## src/rtl/weather_frame_transceiver.sv

```systemverilog
// Hour-window-gated transceiver: buffers one multi-channel sensor sample and serialises it
// as a framed, checksummed, LSB-first bit stream (start, sync A5, data, checksum, stop).
module weather_frame_transceiver #(
  parameter int unsigned N_CH         = 3,
  parameter int unsigned DATA_W       = 6,
  parameter int unsigned WIN_START    = 8,
  parameter int unsigned WIN_END      = 20,
  parameter int unsigned CLKS_PER_BIT = 4
) (
  input  logic                   clk,
  input  logic                   rst,
  input  logic [4:0]             current_hour,
  input  logic                   sample_valid,
  input  logic [N_CH*DATA_W-1:0] sample_data,
  output logic                   sample_ready,
  output logic                   enable_transceiver,
  output logic                   tx_serial,
  output logic                   tx_busy,
  output logic                   frame_done,
  output logic [7:0]             drop_count,
  output logic [2:0]             signal
);

  localparam int unsigned DW      = N_CH * DATA_W;
  localparam int unsigned FRAME_W = DW + 18;
  localparam int unsigned CNT_W   = (CLKS_PER_BIT > 1) ? $clog2(CLKS_PER_BIT) : 1;

  typedef enum logic [2:0] {
    StIdle  = 3'd0,
    StStart = 3'd1,
    StSync  = 3'd2,
    StData  = 3'd3,
    StCsum  = 3'd4,
    StStop  = 3'd5
  } state_e;

  state_e             state_q, state_d;
  logic [CNT_W-1:0]   clk_cnt_q, clk_cnt_d;
  logic [7:0]         bit_cnt_q, bit_cnt_d;
  logic [FRAME_W-1:0] frame_q, frame_d;
  logic [DW-1:0]      buf_q, buf_d;
  logic               buf_full_q, buf_full_d;
  logic               tx_q, tx_d;
  logic               en_q;
  logic [7:0]         drop_q, drop_d;
  logic [7:0]         csum;
  logic [7:0]         phase_len;
  logic               bit_end, phase_end, accept;

  function automatic logic in_window(input logic [4:0] h);
    logic [4:0] s, e;
    s = 5'(WIN_START);
    e = 5'(WIN_END);
    if (h > 5'd23) return 1'b0;
    if (s < e) return (h >= s) && (h < e);
    if (s > e) return (h >= s) || (h < e);
    return 1'b0;
  endfunction

  // Checksum of zero-extended channels, wrapping at 8 bits.
  always_comb begin
    csum = 8'd0;
    for (int i = 0; i < int'(N_CH); i++) begin
      csum = csum + 8'(buf_q[i*DATA_W +: DATA_W]);
    end
  end

  always_comb begin
    case (state_q)
      StSync:  phase_len = 8'd8;
      StData:  phase_len = 8'(DW);
      StCsum:  phase_len = 8'd8;
      default: phase_len = 8'd1;
    endcase
  end

  assign bit_end   = (clk_cnt_q == CNT_W'(CLKS_PER_BIT - 1));
  assign phase_end = bit_end && (bit_cnt_q == phase_len - 8'd1);
  assign sample_ready = !buf_full_q && !rst;
  assign accept    = sample_valid && sample_ready;

  always_comb begin
    state_d    = state_q;
    clk_cnt_d  = clk_cnt_q;
    bit_cnt_d  = bit_cnt_q;
    frame_d    = frame_q;
    buf_d      = buf_q;
    buf_full_d = buf_full_q;
    drop_d     = drop_q;
    frame_done = 1'b0;

    if (accept) begin
      buf_d      = sample_data;
      buf_full_d = 1'b1;
    end

    if (state_q == StIdle) begin
      clk_cnt_d = '0;
      bit_cnt_d = 8'd0;
      if (buf_full_q) begin
        buf_full_d = 1'b0;
        if (en_q) begin
          frame_d = {1'b1, csum, buf_q, 8'hA5, 1'b0};
          state_d = StStart;
        end else if (drop_q != 8'hFF) begin
          drop_d = drop_q + 8'd1;
        end
      end
    end else begin
      clk_cnt_d = bit_end ? '0 : clk_cnt_q + CNT_W'(1);
      if (bit_end) begin
        frame_d   = frame_q >> 1;
        bit_cnt_d = phase_end ? 8'd0 : bit_cnt_q + 8'd1;
      end
      if (phase_end) begin
        unique case (state_q)
          StStart: state_d = StSync;
          StSync:  state_d = StData;
          StData:  state_d = StCsum;
          StCsum:  state_d = StStop;
          StStop: begin
            state_d    = StIdle;
            frame_done = 1'b1;
          end
          default: state_d = StIdle;
        endcase
      end
    end

    // Line register follows the next bit so the START bit appears the edge after loading.
    tx_d = (state_d == StIdle) ? 1'b1 : frame_d[0];
  end

  always_ff @(posedge clk) begin
    if (rst) begin
      state_q    <= StIdle;
      clk_cnt_q  <= '0;
      bit_cnt_q  <= 8'd0;
      frame_q    <= '0;
      buf_q      <= '0;
      buf_full_q <= 1'b0;
      tx_q       <= 1'b1;
      en_q       <= 1'b0;
      drop_q     <= 8'd0;
    end else begin
      state_q    <= state_d;
      clk_cnt_q  <= clk_cnt_d;
      bit_cnt_q  <= bit_cnt_d;
      frame_q    <= frame_d;
      buf_q      <= buf_d;
      buf_full_q <= buf_full_d;
      tx_q       <= tx_d;
      en_q       <= in_window(current_hour);
      drop_q     <= drop_d;
    end
  end

  assign enable_transceiver = en_q;
  assign tx_serial          = tx_q;
  assign tx_busy            = (state_q != StIdle);
  assign drop_count         = drop_q;
  assign signal             = state_q;

endmodule

```

## config.mk

```make
export PLATFORM = sky130hd
export DESIGN_NAME = weather_frame_transceiver
export DESIGN_NICKNAME = d
export VERILOG_FILES = /design/src/rtl/weather_frame_transceiver.sv
export SDC_FILE = /design/constraint.sdc
export NUM_CORES = 1
export LEC_CHECK = 0
export BUFFER_PORTS_ARGS = -buffer_cell sky130_fd_sc_hd__buf_2
export CAP_MARGIN = 20
export CELL_PAD_IN_SITES_DETAIL_PLACEMENT = 2
export CELL_PAD_IN_SITES_GLOBAL_PLACEMENT = 2
export CORE_MARGIN = 2
export CORE_UTILIZATION = 38
export DETAILED_ROUTE_END_ITERATION = 10
export PLACE_DENSITY = 0.93
export RECOVER_POWER = 25
export SLEW_MARGIN = 10
export SYNTH_ARGS = -nofsm -noshare
export SYNTH_HDL_FRONTEND = slang
export SYNTH_SLANG_ARGS = --single-unit
```

## constraint.sdc

```tcl
create_clock -name clk -period 3.9 [get_ports clk]
set_input_delay 0.195 -clock clk [delete_from_list [all_inputs] [get_ports clk]]
set_output_delay 0.195 -clock clk [all_outputs]
set_load 0.02 [all_outputs]
```

==> impl_metrics.ini, run 1 <==
[pwr]
power.internal_mw = 1.170
seqPwrFrac = 0.523
power.leakage_nw = 1.426
ir_worst_vdd_mv = 0.1862
power_density_mw_per_mm2 = 418.1
p_sw_mw = 0.4450
p_sw_frac = 0.2755
pwr-share-comb = 0.093
clkPwrFrac = 0.385
p_total_mw = 1.615

[timing]
setup_viol = 0
maxSlewViolCount = 0
max-slew-margin-rel = 0.3264
setup_tns_ps = 0
finalWorstSetupSlack_ps = 1065
hold_viol_final = 0
period_share = 0.7268
clock-skew-final_ps = 9.778
grt_setup_unrepaired = no
fmax_ghz = 0.3528
worstMarginPinSlew_ps = 1003
period_minus_slack_ps = 2835

[min_path]
holdCritPathClass = primary input to flip-flop

[routing]
firstDrtPassIters = 4
wl_um = 11650
route.met3.wl_um = 347
routedWlPerCell_um = 21.74
drt-met1-wl_um = 4852
drtIter0Drc = 114
ant_nets = 0
vias_per_cell = 5.715
wl_met2_um = 6086
vias = 3063
drt_drc_violations_left = 0
top_layer = met4

[yosys]
asyncSetResetFlopFracSynth = 0
yosysWarnings = 0
ys_types = 44
synth-seq-cells = 78
synth_top_area_cell = dfxtp_1
netlist_area_mm2 = 0.003430
seq_area_frac_synth = 0.4553
synth_cells = 393
synthDominantCellAreaShare = 0.4553
synth_flop_cell = dfxtp_1
synth_edf_count = 0
syn-mean-instance-area_um2 = 8.727
synth_common_cells = dfxtp_1, nand2_1, a21oi_1
yosysMostFrequentCell = dfxtp_1
yosys-top-cells-area = dfxtp_1, nand2_1, a22oi_1, a21oi_1, fa_1
synth_fp_nets = 434

[setup_path]
worstPathMaxFanout = 8
cpPeakStageDelay_ps = 370
path_cells = ha_1 -> inv_2 -> nor4b_1 -> nand3_1 -> or2_4 -> nor3_1 -> buf_2
start_kind = flip-flop
critPathKind = flip-flop to primary output
critical_path_arrival_ps = 2640
slowest_stage = or2_4
cp.required_ps = 3700
worst_setup_path_end_kind = primary output

[placement]
io_buffers = 39
gp_congestion = 0.7360
hpwl_um = 7782
dp_cells = 520
place_ws_ps = 1454

[global_routing]
grt_pass1_vias = 3462
grt_overflow = 0
grt_use_total = 0.2515
antenna_found_initial = 0
grt_max_degree = 44
grt_first_pass_wirelength_um = 19240

[cells_and_area]
stdcell_count = 536
antenna_cells = 0
nFillCells = 959
drive_above_1_share = 0.1192
syn2layout_area_growth_pct = 12.66
fin_nets = 464
multi_input_area_mm2 = 0.001713
regArea_mm2 = 0.001562

[clocking]
hold_buffers = 0
tritoncts = yes
clock_path_buffers = 2
insertion_delay_ps = 360
cts_made_buffers = 9
clkSinkCount = 78
cts.repair.resized = 0
h-tree-depth = 3
cts_setup_buffers = 0
cts.reportedPaths.clkPinSlew_ps = 80
cts_root_buffer = clkbuf_8

[floorplan]
start_util = 0.3933
die_w_um = 99
rows = 34
boundaryPins = 42
die_area_mm2 = 0.009801
core_area_mm2 = 0.008721
die-height_um = 99

[run]
cap_violations = 0

[outcome]
status = complete, no violations
## sequential cells by signal, indices dropped and copies added (netlist names)
signal	flops
bit_cnt_q	8
buf_full_q	1
buf_q	18
clk_cnt_q	2
drop_count	8
enable_transceiver	1
frame_q	36
signal	3
tx_serial	1
## area by class of cell
class	instances	area share
Multi-Input combinational cell	281	0.4433
Sequential cell	78	0.4041
Timing Repair Buffer	44	0.05732
Tap cell	108	0.03497
Clock buffer	9	0.03206
Clock inverter	7	0.01943
Inverter	9	0.008744
## path summary, 6_finish.rpt
check | end | depth (start not counted) | start | slack [ps]
setup reg to reg | frame_q[31] | 7 | signal[1] | 1110
setup / recovery | frame_done | 7 | clk_cnt_q[0] | 1070
hold / removal | buf_q[13] | 3 | sample_data[13] | 30
hold reg to reg | frame_q[25] | 2 | frame_q[25] | 470
## cells by family after synthesis
logic type / after synthesis / share of synthesized area
AND/OR/NAND/NOR: 137 / 0.1795
adder cells (fa/ha/maj): 15 / 0.07005
AO/OA/AOI/OAI: 111 / 0.2047
flip-flops: 78 / 0.4553
multiplexers: 3 / 0.008756
buffers and inverters: 34 / 0.04341
XOR/XNOR: 15 / 0.03831
## routing by layer
layer / GRT usage / up-vias
li1: - / 1437
met1: 0.2974 / 1541
met2: 0.4439 / 55
met3: 0.05319 / 30
met4: 0.09905 / 0
met5: 0 / -
## cell usage in the layout, fill, tap and decap left out, types with 11 or more instances in the layout
cell,n
a21oi_1,36
a22oi_1,31
buf_2,24
clkbuf_1,15
dfxtp_1,78
nand2_1,71
nor2_1,27
nor3_1,12
o21ai_0,20
xor2_1,11
## worst max-delay path, delay by kind of cell (launching register included)
| family | cells | cell delay (ps) |
|---|---|---|
| adder cells (fa/ha/maj) | 1 | 360 |
| AND/OR/NAND/NOR | 4 | 1200 |
| flip-flops | 1 | 360 |
| buffers and inverters | 2 | 370 |
## per-stage QoR
step	hold WS (ps)	instance area, µm²	utilization
6_report	34.74	3864	0.4430
5_1_grt	41.27	3864	0.4430
4_1_cts	17.73	3894	0.4465
3_5_place_dp	401.2	3695	0.4237
3_3_place_gp	388.3	3680	0.4220
2_1_floorplan	303.5	3430	-
## power by group through the flow
stage / Combinational, mW / Sequential, mW / Clock, mW
finish: 0.150 / 0.844 / 0.621
global route: 0.166 / 0.848 / 0.666
CTS: 0.151 / 0.844 / 0.635
detailed placement: 0.144 / 0.862 / 0
global placement: 0.126 / 0.859 / 0
floorplan: 0.0904 / 0.855 / 0
(Power assumes the default switching activity.)
==> run 2: changes to the inputs <==
Settings changed: CORE_UTILIZATION 38 to 35, PLACE_DENSITY 0.93 to 0.88.
Clock period 3.9 ns to 3 ns, I/O delays scaled along.
==> run 2 against run 1 <==
Effect of this change:
- the flow now finishes with violations (max-capacitance violations, max-slew violations)
- setup slack lost 850 ps
- critical path depth stayed put
- first-iteration DRC count up 18%
- total power grew 36%
- non-clock buffer count increased by 11
- clock skew is 0.80 ps lower
- sequential cell count stayed put
- core utilization is 2.7 points lower
- clock-buffer cell count up 4
==> impl_metrics.ini, run 2 (synthesized netlist as in run 1, its figures left out) <==
[outcome]
status = finished with violations
violations = max-capacitance violations, max-slew violations

[routing]
wl_um = 12520
vias = 3164
firstDrtPassIters = 4
vias_per_cell = 5.531
routedWlPerCell_um = 21.88
drtIter0Drc = 134
ant_nets = 0
drt_drc_violations_left = 0

[timing]
clock-skew-final_ps = 8.973
worstMarginPinSlew_ps = 1719
maxSlewViolCount = 38
fmax_ghz = 0.3586
period_minus_slack_ps = 2788
setup_viol = 0
grt_setup_unrepaired = no
max-slew-margin-rel = -0.1461
hold_viol_final = 0
setup_tns_ps = 0
period_share = 0.9295

[cells_and_area]
reg_top3 = frame_q: 36 flops, buf_q: 18 flops
regMostFlops = frame_q
regArea_mm2 = 0.001562
layout_commonest_cell = dfxtp_1
drive_above_1_share = 0.1162
syn2layout_area_growth_pct = 17.07
fin_nets = 475
largest_reg_flops = 36
mostFrequentLayoutCells = dfxtp_1, nand2_1, a21oi_1
antenna_cells = 0
nFillCells = 1071
multi_input_area_mm2 = 0.001713

[clocking]
cts.repair.resized = 0
cts_root_buffer = clkbuf_8
clock_path_buffers = 2
h-tree-depth = 3
tritoncts = yes
cts.reportedPaths.clkPinSlew_ps = 80
insertion_delay_ps = 370
clkSinkCount = 78
cts_made_buffers = 9
cts_setup_buffers = 0

[global_routing]
grt_overflow = 0
grt_use_total = 0.2465
grt_first_pass_wirelength_um = 19470
grt_pass1_vias = 3463
antenna_found_initial = 0
grt_max_degree = 44

[floorplan]
start_util = 0.3558
die_area_mm2 = 0.01061
rows = 36
core_area_mm2 = 0.009639
die_w_um = 103.0
die-height_um = 103.0
boundaryPins = 42

[setup_path]
path_cells = ha_1 -> inv_2 -> nor4b_1 -> nand3_1 -> or2_4 -> nor3_1 -> buf_2
critPathKind = flip-flop to primary output
start_kind = flip-flop
critical_path_arrival_ps = 2640
cpPeakStageDelay_ps = 370
cp.required_ps = 2850
cpLargestDelayFamily = simple AND/OR/NAND/NOR gates
slowest_stage = dfxtp_1
worst_setup_path_end_kind = primary output
worstPathMaxFanout = 8
path_buf_inv = 2

[pwr]
power_density_mw_per_mm2 = 546.9
p_total_mw = 2.196
ir_worst_vdd_mv = 0.1958
power.leakage_nw = 1.494

[run]
cap_violations = 1

[placement]
io_buffers = 39
gp_congestion = 0.8248
hpwl_um = 7207

[min_path]
holdCritPathClass = primary input to flip-flop
run 2: per-stage QoR:
stage	instance area [µm²]	utilization	hold WS, ps	cells	setup slack, ps
final	4015	0.4165	10.00	572	211.6
after global routing	4015	0.4165	21.15	572	5.283
after CTS	4048	0.4199	1.485	572	194.5
after detailed placement	3719	0.3858	354.4	545	603.9
after global placement	3719	0.3858	346.8	545	727.3
after floorplan	3430	-	258.5	393	847.9
run 2: cell type report:
type,count,area share
Multi-Input combinational cell,281,0.4266
Sequential cell,78,0.3889
Timing Repair Buffer,55,0.08009
Clock buffer,13,0.04456
Tap cell,133,0.04145
Clock inverter,3,0.009972
Inverter,9,0.008414
run 2: what timing repair did:
action	in CTS	in global routing
endpoints found under the hold margin	11	0
hold buffers	11	0
endpoints found under the setup margin	0	0
run 2: worst paths after layout:
kind / startpoint / endpoint / slack [ps] / depth (start not counted)
max: clk_cnt_q[0] / frame_done / 210 / 7
min: sample_data[13] / buf_q[13] / 10 / 3
max reg2reg: signal[1] / frame_q[10] / 480 / 6
min reg2reg: frame_q[16] / frame_q[16] / 460 / 2
run 2: power by group:
group	switching [mW]	total (mW)	internal, mW
clock network	0.404	0.877	0.473
logic	0.137	0.221	0.0839
registers	0.0346	1.10	1.06
total	0.576	2.20	1.62
run 2: per-layer routing:
metal,part of all wire,vias to the layer above,global-route usage
met4,0.033,0,0.1093
li1,-,1455,-
met1,0.41,1590,0.2973
met5,0,-,0
met3,0.040,32,0.05085
met2,0.51,87,0.4231
run 2: worst min-delay path, delay by kind of cell:
kind / cells / cell delay (ps)
buffers and inverters: 1 / 80
AND/OR/NAND/NOR: 1 / 50
AO/OA/AOI/OAI: 1 / 60
